[src/rtl/ahb_fb_fill_pkg.sv]
// AHB-Lite types shared by the framebuffer fill master.
// Burst, size, transfer and response encodings.
package ahb_fb_fill_pkg;

  typedef logic [31:0] addr_t;
  typedef logic [31:0] data_t;

  typedef enum logic [2:0] {
    BURST_SINGLE = 3'b000,
    BURST_INCR8  = 3'b101
  } burst_t;

  typedef enum logic [2:0] {
    SIZE_BYTE = 3'b000,
    SIZE_HALF = 3'b001,
    SIZE_WORD = 3'b010
  } size_t;

  typedef enum logic [1:0] {
    TRANS_IDLE   = 2'b00,
    TRANS_BUSY   = 2'b01,
    TRANS_NONSEQ = 2'b10,
    TRANS_SEQ    = 2'b11
  } trans_t;

  typedef enum logic {
    RESP_OKAY  = 1'b0,
    RESP_ERROR = 1'b1
  } resp_t;

endpackage

[src/rtl/fb_fill_addr_gen.sv]
// Pixel walker for the fill master: x/y counters,
// row/beat address and INCR8-vs-SINGLE burst choice.
import ahb_fb_fill_pkg::*;

module fb_fill_addr_gen #(
  parameter addr_t       BASE_ADDR = 32'h0f000000,
  parameter int unsigned STRIDE    = 800,
  parameter int unsigned XW        = 10,
  parameter int unsigned YW        = 9
) (
  input  logic          clk_i,
  input  logic          rst_ni,
  input  logic          load_i,
  input  logic          adv_i,
  input  logic [XW-1:0] x_i,
  input  logic [YW-1:0] y_i,
  input  logic [XW-1:0] w_i,
  input  logic [YW-1:0] h_i,
  output addr_t         addr_o,
  output logic [7:0]    px_o,
  output logic [7:0]    py_o,
  output burst_t        burst_o,
  output logic          first_o,
  output logic          last_o
);

  localparam addr_t ROW_STEP = addr_t'(STRIDE * 4);

  logic [XW-1:0] x0_q, w_q, x_q, col_q;
  logic [YW-1:0] y_q, rows_q;
  addr_t         row_q, addr_q, start_a;
  logic [2:0]    beat_q;
  burst_t        burst_q;
  logic          fits;

  // Start address of the rectangle, and burst choice at each NONSEQ
  always_comb begin
    start_a = BASE_ADDR
            + ((32'(y_i) * STRIDE + 32'(x_i)) << 2);
    fits    = (col_q > XW'(7)) && (addr_q[9:2] <= 8'd248);
    first_o = (beat_q == 3'd0);
    burst_o = first_o ? (fits ? BURST_INCR8 : BURST_SINGLE)
                      : burst_q;
    last_o  = (col_q == XW'(1)) && (rows_q == YW'(1));
  end

  assign addr_o = addr_q;
  assign px_o   = x_q[7:0];
  assign py_o   = y_q[7:0];

  // Step one pixel per accepted address phase; wrap to next row at the edge
  always_ff @(posedge clk_i or negedge rst_ni) begin
    if (!rst_ni) begin
      x0_q    <= '0;
      w_q     <= '0;
      x_q     <= '0;
      col_q   <= '0;
      y_q     <= '0;
      rows_q  <= '0;
      row_q   <= '0;
      addr_q  <= '0;
      beat_q  <= '0;
      burst_q <= BURST_SINGLE;
    end else if (load_i) begin
      x0_q   <= x_i;
      w_q    <= w_i;
      x_q    <= x_i;
      col_q  <= w_i;
      y_q    <= y_i;
      rows_q <= h_i;
      row_q  <= start_a;
      addr_q <= start_a;
      beat_q <= '0;
    end else if (adv_i) begin
      if (col_q == XW'(1)) begin
        row_q  <= row_q + ROW_STEP;
        addr_q <= row_q + ROW_STEP;
        x_q    <= x0_q;
        y_q    <= y_q + YW'(1);
        col_q  <= w_q;
        rows_q <= rows_q - YW'(1);
        beat_q <= '0;
      end else begin
        addr_q  <= addr_q + 32'd4;
        x_q     <= x_q + XW'(1);
        col_q   <= col_q - XW'(1);
        burst_q <= burst_o;
        beat_q  <= (burst_o == BURST_INCR8)
                   ? beat_q + 3'd1 : 3'd0;
      end
    end
  end

endmodule

[src/rtl/ahb_fb_fill.sv]
// AHB-Lite write master filling a framebuffer rectangle
// with a solid colour or an x/y coordinate pattern.
import ahb_fb_fill_pkg::*;

module ahb_fb_fill #(
  parameter addr_t       BASE_ADDR = 32'h0f000000,
  parameter int unsigned STRIDE    = 800,
  parameter int unsigned XW        = 10,
  parameter int unsigned YW        = 9
) (
  input  logic          HCLK,
  input  logic          HRESET_N,
  input  logic          START_IN,
  input  logic [XW-1:0] X_IN,
  input  logic [YW-1:0] Y_IN,
  input  logic [XW-1:0] W_IN,
  input  logic [YW-1:0] H_IN,
  input  logic          MODE_IN,
  input  logic [23:0]   COLOUR_IN,
  output logic          BUSY_OUT,
  output logic          DONE_OUT,
  output logic          ERROR_OUT,
  output logic [31:0]   HADDR,
  output logic [2:0]    HBURST,
  output logic [2:0]    HSIZE,
  output logic [1:0]    HTRANS,
  output logic          HWRITE,
  output logic [31:0]   HWDATA,
  input  logic [31:0]   HRDATA,
  input  logic          HREADY,
  input  logic          HRESP
);

  typedef enum logic [1:0] {
    S_IDLE, S_XFER, S_DRAIN, S_ERR
  } state_e;

  state_e        state_q, state_d;
  logic          err_q, err_d;
  logic          dval_q, dval_d;
  data_t         wdata_q, wdata_d;
  logic          mode_q;
  logic [23:0]   colour_q;
  logic          start_ok, zero, accept;
  logic          err_hit, xfer, done;
  addr_t         g_addr;
  logic [7:0]    px, py;
  burst_t        g_burst;
  logic          g_first, g_last;
  data_t         pix;
  logic          unused_rdata;

  assign unused_rdata = ^HRDATA;

  assign start_ok = (state_q == S_IDLE) && START_IN;
  assign zero     = (W_IN == '0) || (H_IN == '0);
  assign xfer     = (state_q == S_XFER);
  assign accept   = xfer && HREADY;
  assign err_hit  = (xfer || state_q == S_DRAIN)
                  && dval_q && HRESP && !HREADY;

  fb_fill_addr_gen #(
    .BASE_ADDR (BASE_ADDR),
    .STRIDE    (STRIDE),
    .XW        (XW),
    .YW        (YW)
  ) u_gen (
    .clk_i   (HCLK),
    .rst_ni  (HRESET_N),
    .load_i  (start_ok),
    .adv_i   (accept),
    .x_i     (X_IN),
    .y_i     (Y_IN),
    .w_i     (W_IN),
    .h_i     (H_IN),
    .addr_o  (g_addr),
    .px_o    (px),
    .py_o    (py),
    .burst_o (g_burst),
    .first_o (g_first),
    .last_o  (g_last)
  );

  // Pixel value for the beat in its address phase
  always_comb begin
    pix = mode_q ? {8'h00, px, py, px ^ py}
                 : {8'h00, colour_q};
  end

  // Next state, data-phase tracking and completion
  always_comb begin
    state_d = state_q;
    err_d   = err_q;
    dval_d  = dval_q;
    wdata_d = wdata_q;
    done    = 1'b0;
    if (HREADY) dval_d = accept;
    if (accept) wdata_d = pix;
    unique case (state_q)
      S_IDLE: begin
        if (START_IN) begin
          err_d   = 1'b0;
          state_d = zero ? S_DRAIN : S_XFER;
        end
      end
      S_XFER: begin
        if (err_hit)               state_d = S_ERR;
        else if (accept && g_last) state_d = S_DRAIN;
      end
      S_DRAIN: begin
        if (err_hit) begin
          state_d = S_ERR;
        end else if (HREADY || !dval_q) begin
          done    = 1'b1;
          state_d = S_IDLE;
        end
      end
      S_ERR: begin
        if (HREADY) begin
          done    = 1'b1;
          err_d   = 1'b1;
          state_d = S_IDLE;
        end
      end
      default: state_d = S_IDLE;
    endcase
  end

  // Control and data-phase registers
  always_ff @(posedge HCLK or negedge HRESET_N) begin
    if (!HRESET_N) begin
      state_q  <= S_IDLE;
      err_q    <= 1'b0;
      dval_q   <= 1'b0;
      wdata_q  <= '0;
      mode_q   <= 1'b0;
      colour_q <= '0;
    end else begin
      state_q <= state_d;
      err_q   <= err_d;
      dval_q  <= dval_d;
      wdata_q <= wdata_d;
      if (start_ok) begin
        mode_q   <= MODE_IN;
        colour_q <= COLOUR_IN;
      end
    end
  end

  assign HADDR     = xfer ? g_addr : '0;
  assign HBURST    = xfer ? g_burst : BURST_SINGLE;
  assign HSIZE     = xfer ? SIZE_WORD : SIZE_BYTE;
  assign HWRITE    = xfer;
  assign HTRANS    = !xfer   ? TRANS_IDLE
                   : g_first ? TRANS_NONSEQ : TRANS_SEQ;
  assign HWDATA    = wdata_q;
  assign BUSY_OUT  = (state_q != S_IDLE);
  assign DONE_OUT  = done;
  assign ERROR_OUT = err_q;

endmodule
[config.mk]
export PLATFORM = sky130hd
export DESIGN_NAME = ahb_fb_fill
export DESIGN_NICKNAME = d
export VERILOG_FILES = /design/src/rtl/ahb_fb_fill_pkg.sv /design/src/rtl/fb_fill_addr_gen.sv /design/src/rtl/ahb_fb_fill.sv
export SDC_FILE = /design/constraint.sdc
export NUM_CORES = 1
export LEC_CHECK = 0
export ABC_AREA = 1
export CORE_ASPECT_RATIO = 1.1
export CORE_MARGIN = 1.5
export CORE_UTILIZATION = 45
export DETAILED_ROUTE_END_ITERATION = 10
export PLACE_DENSITY = 0.66
export SLEW_MARGIN = 20
export SYNTH_ARGS = -nofsm -noshare
export SYNTH_HDL_FRONTEND = slang
export SYNTH_SLANG_ARGS = --single-unit
[constraint.sdc]
create_clock -name HCLK -period 3.2 [get_ports HCLK]
set_input_delay 0.8 -clock HCLK [delete_from_list [all_inputs] [get_ports HCLK]]
set_output_delay 0.8 -clock HCLK [all_outputs]
set_load 0.02 [all_outputs]
==> results of run 1 <==
cells in the mapped netlist (7+ instances only):
cell type / number / share of area (%)
buf_2: 25 / 1.1
clkbuf_1: 23 / 0.76
nor2_1: 128 / 4.2
o2111ai_1: 9 / 0.70
o21ai_0: 84 / 3.7
inv_2: 7 / 0.23
nand4_1: 24 / 1.3
nor3_1: 18 / 0.80
nand2_1: 498 / 17
ha_1: 53 / 5.9
a31oi_1: 34 / 1.9
xor2_1: 25 / 1.9
o211ai_1: 17 / 1.1
xnor2_1: 11 / 0.85
a21oi_1: 48 / 2.1
inv_1: 182 / 6.0
buf_4: 13 / 0.86
dfrtp_1: 173 / 38
nand3_1: 99 / 4.4
nor2_4: 7 / 0.70
metal layers:
layer	part of all wire [%]	global-route usage [%]	wire length [µm]	up-vias
li1	-	-	-	5363
met1	45	34.7	14700	5077
met2	48	43.9	15900	347
met3	4.7	3.32	1550	60
met4	2.5	9.03	816	0
met5	0	0	0	-
final cells by class:
cell class / instances / area [µm²] / share of cell area (%)
timing repair buffer: 199 / 1850 / 13.1
tap: 310 / 388 / 2.74
clock inverter: 14 / 144 / 1.02
inverter: 190 / 716 / 5.05
sequential: 173 / 4330 / 30.5
clock buffer: 18 / 439 / 3.10
multi-input combinational: 1141 / 6300 / 44.5
worst min path at each step:
stage / cells past startpoint / from / slack (ns) / endpoint
finish: 1 / HRESET_N / 0.22 / u_gen.addr_o[21]
global route: 1 / HRESET_N / 0.23 / u_gen.addr_o[21]
CTS: 1 / HRESET_N / 0.23 / u_gen.addr_o[21]
detailed placement: 2 / colour_q[9] / 0.47 / colour_q[9]
global placement: 2 / u_gen.w_q[8] / 0.46 / u_gen.w_q[8]
floorplan: 2 / u_gen.w_q[8] / 0.44 / u_gen.w_q[8]
power by group through the flow:
stage | Sequential [mW] | Combinational (mW) | Clock (mW)
floorplan | 3.97 | 4.17 | 0
global placement | 4.12 | 6.25 | 0
detailed placement | 4.12 | 6.36 | 0
CTS | 4.10 | 6.47 | 2.10
global route | 4.25 | 7.31 | 2.20
finish | 4.12 | 6.52 | 2.09
sequential cells by signal, summed over array words and instances, names as in the netlist:
| register | count |
|---|---|
| HWDATA | 24 |
| u_gen.burst_q | 3 |
| u_gen.w_q | 10 |
| u_gen.rows_q | 9 |
| colour_q | 24 |
| dval_q | 1 |
| u_gen.x0_q | 8 |
| mode_q | 1 |
| state_q | 2 |
| u_gen.row_q | 30 |
| u_gen.x_q | 8 |
| u_gen.addr_o | 31 |
| u_gen.y_q | 8 |
| u_gen.beat_q | 3 |
| u_gen.col_q | 10 |
| ERROR_OUT | 1 |
metrics by stage:
| stage | util, % | cell area [µm²] |
|---|---|---|
| floorplan | - | 11400 |
| CTS | 57.0 | 14000 |
| global placement | 54.1 | 13300 |
| finish | 57.6 | 14200 |
| detailed placement | 54.1 | 13300 |
| global route | 57.6 | 14200 |
worst max-delay path, cell delays in order:
cell     delay [ns]
buf_2          0.14
ha_4           0.28
ha_4           0.19
fa_1           0.59
ha_4           0.23
buf_4          0.14
xor2_1         0.17
nor2_2         0.14
nand4_1        0.24
buf_4          0.22
nand3_2        0.09
o31ai_1        0.08
nand2_1        0.07
o21ai_0        0.08
kinds of logic after synthesis:
family,Yosys count,share of synthesized area [%]
xor gates and xnor gates,36,2.78
and+or+nand+nor,807,30.7
adders and majority gates,58,6.74
other,1,0.0331
AOI/OAI and AO/OA,230,12.1
DFF,173,38.2
buffers and inverters,258,9.44
what timing repair did:
action | 4_1_cts | 5_1_grt
endpoints found under the setup margin | 19 | 17
setup buffers | 2 | 3
resized for setup | 38 | 33
pin swaps | 23 | 22
==> results.tsv, run 1 <==
metric	value	unit
status	finished clean	
finalCritPeriodShare	98.9	%
max-slew-margin-rel	50.0	%
syn_area	11300	µm²
antenna_found_initial	0	
cts_tree	built	
final_cells	2045	
ir_drop	0.520	mV
maxCapViolations	0	
synth_cell_types	51	
viasPerCell	5.30	
p_total	12.7	mW
synth_enable_flop_cells	0	
grt_max_degree	86	
power-per-cell-area	898	nW/µm²
route.vias.total	10847	
fp.dieH	169	µm
fillers	2384	
synth_area_per_cell	7.25	µm²
die_width	154	µm
antenna_left	0	
syn_to_final_growth	25.1	%
p_int	6.80	mW
endpoint_kind	register	
wire_per_inst	16.1	µm
num_rows	60	
crit_start	Y_IN[2]	
path_max_fanout	5	
r2r_slack	0.73	ns
ys_seq_area_share	38.2	%
rsz0062_at_grt	true	
overflow	0	
clk_latency	0.45	ns
power.static_leakage	7.04	nW
worst_ep_required_time	3.52	ns
maxSlewViolCount	0	
r2r_end	u_gen.addr_o[8]	
power_frac_comb	51.2	%
dr.pass1.iters	7	
final-hold-violation-count	0	
drt-total-wl	32900	µm
layout_common_cells	483 x nand2_1, 178 x inv_1, 173 x dfrtp_1	
dieArea	26100	µm²
hold_class	primary input to async pin	
arrival	3.48	ns
floorplan.initialDensity	46.0	%
cts_buffer_depth	2	
netSwitchingFraction	46.6	%
setup_slack	0.0346	ns
tightest_slew	0.749	ns
cts-htree-levels	4	
drive_above_1_share	11.5	%
final-setup-viol-count	0	
io_pins	176	
ys_seq_elements	173	
start_kind	primary input	
clock-sinks	173	
route.detailed.drc	0	
yosysWarningCount	0	
switchingPower	5.92	mW
clock-skew-final	0.0208	ns
gp_congestion	0.942	
rr_worst_depth	10	
cts_hold_buffers	0	
core_area	24600	µm²
synth-async-reset-ratio	100	%
r2r_start	state_q[1]	
worstSetupEndpoint	u_gen.row_q[15]	
synth_cells	1563	
timing.final.crit_period	3.17	ns
synth_ff_type	dfrtp_1	
grt.total_usage	26.1	%
max_freq	0.316	GHz
portBuffers	133	
clock_power_share	16.4	%
first_iter_violations	800	
whs	0.216	ns
layout_commonest_cell	nand2_1	
pwr-share-seq	32.4	%
dp_hpwl	24000	µm
clockRootBuffer	clkbuf_16	
numCtsBuffers	17	
tns	0	ns
pre_cts_slack	-0.745	ns
diodes	0	
cts.clk_slew.worst_paths	0.08	ns
post-place-cells	2008	
crit_type	primary input to register	
grt_pass1_vias	10501	
grt_pass1_wl	53900	µm
nets	1880	
(Power assumes the default switching activity.)
==> run 2, diff against run 1 <==
--- a/config.mk
+++ b/config.mk
@@ -11,4 +11,5 @@
 export CORE_UTILIZATION = 45
 export DETAILED_ROUTE_END_ITERATION = 10
+export MAX_ROUTING_LAYER = met4
 export PLACE_DENSITY = 0.66
 export SLEW_MARGIN = 20
==> constraint.sdc (replaced) <==
create_clock -name HCLK -period 3.2 [get_ports HCLK]
set_input_delay 0.8 -clock HCLK [delete_from_list [all_inputs] [get_ports HCLK]]
set_output_delay 0.8 -clock HCLK [all_outputs]
set_load 0.005 [all_outputs]
==> run 2 against run 1 <==
Compared with the run above: largest cell class unchanged; largest power group unchanged; clock skew fell by 0.0073 ns; maximum frequency rose by 2.2%; utilization rose by 1.0 points; die area did not move; sequential cell count did not move.
==> results.tsv, run 2 (synthesis gave the netlist of run 1 again) <==
metric	value	unit
portBuffers	133	
worstPathCellList	buf_4 > ha_4 > ha_4 > inv_2 > fa_1 > inv_2 > ha_4 > or2_4 > nand3_2 > nand2_2 > nand4_1 > buf_4 > nor2_4 > nand4_1 > a22oi_1	
drive_above_1_share	13.6	%
grt_max_degree	65	
r2r_end	u_gen.y_q[7]	
core_area	24600	µm²
gp_congestion	0.961	
clock-sinks	173	
power-per-cell-area	873	nW/µm²
netSwitchingFraction	43.7	%
grt_pass1_wl	54700	µm
max-slew-margin-rel	47.7	%
tightest_slew	0.783	ns
route.vias.total	11048	
largest_reg_flops	31	
cts_tree	built	
nets	1882	
syn_to_final_growth	27.3	%
first_iter_violations	843	
r2r_slack	0.56	ns
timing.final.crit_period	3.10	ns
dieArea	26100	µm²
status	finished clean	
post-place-cells	2008	
num_rows	60	
cp_slowest_cell	fa_1	
power.static_leakage	7.07	nW
viasPerCell	5.40	
p_int	7.09	mW
cts.clk_slew.worst_paths	0.08	ns
fp.dieH	169	µm
overflow	0	
cts_hold_buffers	0	
seqCellArea	4330	µm²
fillers	2292	
clockRootBuffer	clkbuf_16	
r2r_start	state_q[1]	
setup_slack	0.102	ns
wire_per_inst	16.6	µm
placed_area	13300	µm²
antenna_left	0	
switchingPower	5.50	mW
hold_class	primary input to async pin	
grt_pass1_vias	10526	
arrival	3.44	ns
pre_cts_slack	-0.790	ns
antenna_found_initial	0	
clock-skew-final	0.0135	ns
maxCapViolations	0	
multi_input_area	6500	µm²
ir_drop	0.457	mV
cts_buffer_depth	2	
max_freq	0.323	GHz
start_kind	primary input	
max_stage_delay	0.54	ns
rr_worst_depth	10	
cts-htree-levels	4	
final_cells	2047	
final-setup-viol-count	0	
pwr-share-seq	32.9	%
finalCritPeriodShare	96.8	%
io_pins	176	
endpoint_kind	register	
maxSlewViolCount	0	
path_max_fanout	5	
die_width	154	µm
numCtsBuffers	17	
crit_type	primary input to register	
layout_common_cells	471 x nand2_1, 172 x dfrtp_1, 170 x inv_1	
worst_ep_required_time	3.55	ns
power_frac_comb	49.1	%
route.detailed.drc	0	
drt-total-wl	33900	µm
grt.total_usage	27.2	%
clock_power_share	18.0	%
floorplan.initialDensity	46.0	%
diodes	0	
critPathMostFrequentCell	ha_4	
final_area	14400	µm²
final-hold-violation-count	0	
clk_latency	0.43	ns
dp_hpwl	24300	µm
dr.pass1.iters	6	
layout_commonest_cell	nand2_1	
whs	0.377	ns
## run 2: final cells by class
type,count,area share [%]
Clock buffer,18,2.98
Clock inverter,14,1.41
Timing Repair Buffer,201,12.9
Sequential cell,173,30.0
Multi-Input combinational cell,1141,45.1
Tap cell,310,2.69
Inverter,190,4.96
## run 2: power groups by stage
stage	combinational, mW	clock, mW	sequential [mW]
2_1_floorplan	3.90	0	3.80
3_3_place_gp	5.72	0	4.13
3_5_place_dp	5.85	0	4.14
4_1_cts	5.99	2.30	4.12
5_1_grt	6.97	2.40	4.27
6_report	6.19	2.27	4.14
## run 2: worst max-delay path, delay by kind of cell
family / cells / cell delay [ns]
fa+ha+maj: 4 / 1.34
buf+inv: 4 / 0.40
compound gates: 1 / 0.19
simple gates: 6 / 0.72
## run 2: how the worst max path moves through the flow
stage                  from                to  slack (ns)  cells after the start
finish              Y_IN[3]  u_gen.addr_o[21]        0.10                     15
global route        Y_IN[2]  u_gen.addr_o[21]       -0.05                     14
CTS                 Y_IN[5]  u_gen.addr_o[20]       0.002                     18
detailed placement  Y_IN[3]  u_gen.addr_o[20]       -0.79                     17
global placement    Y_IN[3]  u_gen.addr_o[21]       -0.72                     17
floorplan           Y_IN[3]  u_gen.addr_o[17]      0.0002                     17
## run 2: what timing repair did
item                       CTS  global route
gates cloned                 0             0
gates resized for setup     37            88
pin swaps                   23            47
setup buffers                5             3
setup endpoints to repair   19            16
## run 2: stage by stage
stage          TNS (ns)  power (mW)  utilization [%]
2_1_floorplan         0        7.70                -
5_1_grt         -0.0875        13.6             58.6
4_1_cts               0        12.4             57.4
3_5_place_dp     -13.77        9.99             54.0
3_3_place_gp     -12.65        9.85             54.0
6_report              0        12.6             58.6
## run 2: metal layers
metal	track usage [%]	routed length [µm]	vias to the layer above
met5	-	0	-
met4	6.31	538	0
met3	3.01	1690	50
met2	45.8	16800	380
met1	35.5	14900	5245
li1	-	-	5373
==> run 3, diff against run 2 <==
Settings changed: CORE_MARGIN 1.5 to 4, PLACE_DENSITY 0.66 to 0.69.
==> run 3 against run 2 <==
Compared with the run above: maximum frequency fell by 0.84%; clock power fell by 6%; power fell by 0.70%.
==> results.tsv, run 3 (synthesis gave the netlist of run 1 again) <==
metric	value	unit
status	finished clean	
route.detailed.drc	0	
grt_util_met3	3.32	%
rsz0062_at_grt	true	
drt-total-wl	34500	µm
met2_usage	40.4	%
worst_ep_required_time	3.51	ns
grt_max_degree	59	
dieArea	27800	µm²
grt_busiest_layer	met2	
r2r_start	state_q[1]	
clock-skew-final	0.0106	ns
final_cells	2051	
floorplan.initialDensity	46.0	%
cts_hold_buffers	0	
crit_start	Y_IN[5]	
final-hold-violation-count	0	
antenna_found_initial	0	
start_kind	primary input	
layout_common_cells	474 x nand2_1, 173 x inv_1, 171 x dfrtp_1	
dp_hpwl	25100	µm
clock-sinks	173	
max-slew-margin-rel	47.5	%
fp.dieH	174	µm
grt.total_usage	25.3	%
pre_cts_slack	-0.824	ns
final_area	14400	µm²
overflow	0	
arrival	3.44	ns
die_width	159	µm
tightest_slew	0.786	ns
gp_congestion	0.892	
max_stage_delay	0.48	ns
grt_pass1_wl	55700	µm
final-setup-viol-count	0	
grt.met1_usage	33.9	%
cp_slowest_cell	fa_1	
layout_commonest_cell	nand2_1	
dr.pass1.iters	6	
diodes	0	
placed_area	13300	µm²
io_pins	176	
worstPathCellList	clkdlybuf4s15_1 > ha_4 > ha_4 > inv_2 > fa_1 > inv_2 > ha_4 > nand2_2 > nor2_1 > nand2_4 > nand2_1 > nand2_1 > nand2_2 > nand2_1 > nor2_2 > nand3_2 > nand3_4 > a21oi_2	
tns	0	ns
max_freq	0.320	GHz
whs	0.341	ns
path_max_fanout	5	
clockRootBuffer	clkbuf_16	
maxCapViolations	0	
viasPerCell	5.35	
route.vias.total	10966	
first_iter_violations	972	
core_area	24600	µm²
maxSlewViolCount	0	
nets	1886	
cts-htree-levels	4	
drive_above_1_share	13.3	%
crit_type	primary input to register	
syn_to_final_growth	27.1	%
largest_reg_flops	31	
clk_latency	0.43	ns
cts.clk_slew.worst_paths	0.07	ns
setup_slack	0.0760	ns
antenna_left	0	
endpoint_kind	register	
cts_buffer_depth	2	
timing.final.crit_period	3.12	ns
hold_class	primary input to async pin	
power.static_leakage	7.06	nW
wire_per_inst	16.8	µm
ir_drop	0.515	mV
finalCritPeriodShare	97.6	%
numCtsBuffers	17	
grt_pass1_vias	10735	
post-place-cells	2010	
power-per-cell-area	869	nW/µm²
cts_tree	built	
portBuffers	133	
num_rows	60	
[run 3: cell count changes in the layout (fill, tap and decap cells not counted), sizes merged]
cell	change
clkbuf	-3
dlymetal6s2s	-1
clkdlybuf4s15	+1
dlygate4sd2	+2
bufinv	-2
buf	+5
clkdlybuf4s50	+1
clkinv	+1
[run 3: worst max-delay path: cells and delay by family]
kind / cells / cell delay (ns)
buffers and inverters: 3 / 0.31
and+or+nand+nor: 10 / 0.99
adders and majority gates: 4 / 1.28
AOI/OAI and AO/OA: 1 / 0.05
[run 3: power by group]
part / leakage, nW / switching (mW) / internal [mW]
combinational: 4.70 / 3.61 / 2.62
sequential: 2.07 / 0.979 / 3.16
clock: 0.287 / 0.951 / 1.19
total: 7.06 / 5.54 / 6.97
[run 3: worst paths after layout]
| kind | to | slack [ns] | cells past startpoint |
|---|---|---|---|
| worst max-delay path | u_gen.row_q[20] | 0.08 | 18 |
| worst min-delay path | u_gen.row_q[16] | 0.34 | 1 |
| worst max register to register | u_gen.x_q[2] | 0.83 | 10 |
| worst min register to register | colour_q[15] | 0.48 | 2 |
| max in group asynchronous | u_gen.addr_o[22] | 2.07 | 2 |
| min in group HCLK | colour_q[15] | 0.48 | 2 |
[run 3: per-stage QoR]
step	util (%)	power, mW
after floorplan	-	7.70
after global placement	54.1	9.92
after detailed placement	54.1	10.1
after CTS	57.2	12.3
after global routing	58.4	13.6
final	58.4	12.5
[run 3: layout make-up]
cell class / instances / area (µm²)
Clock buffer: 19 / 443
Multi-Input combinational cell: 1141 / 6450
Fill cell: 2290 / 10200
Inverter: 190 / 716
Timing Repair Buffer: 205 / 1910
Tap cell: 310 / 388
Sequential cell: 173 / 4330
Clock inverter: 13 / 153
[run 3: metal layers]
layer,vias up,part of all wire (%)
li1,5394,-
met2,360,47
met5,-,0
met3,61,5.2
met1,5151,45
met4,0,2.9
[run 3: timing repair]
action / 4_1_cts / 5_1_grt
setup endpoints to repair: 46 / 43
setup buffers: 5 / 4
pin swaps: 25 / 42
gates resized for setup: 43 / 67
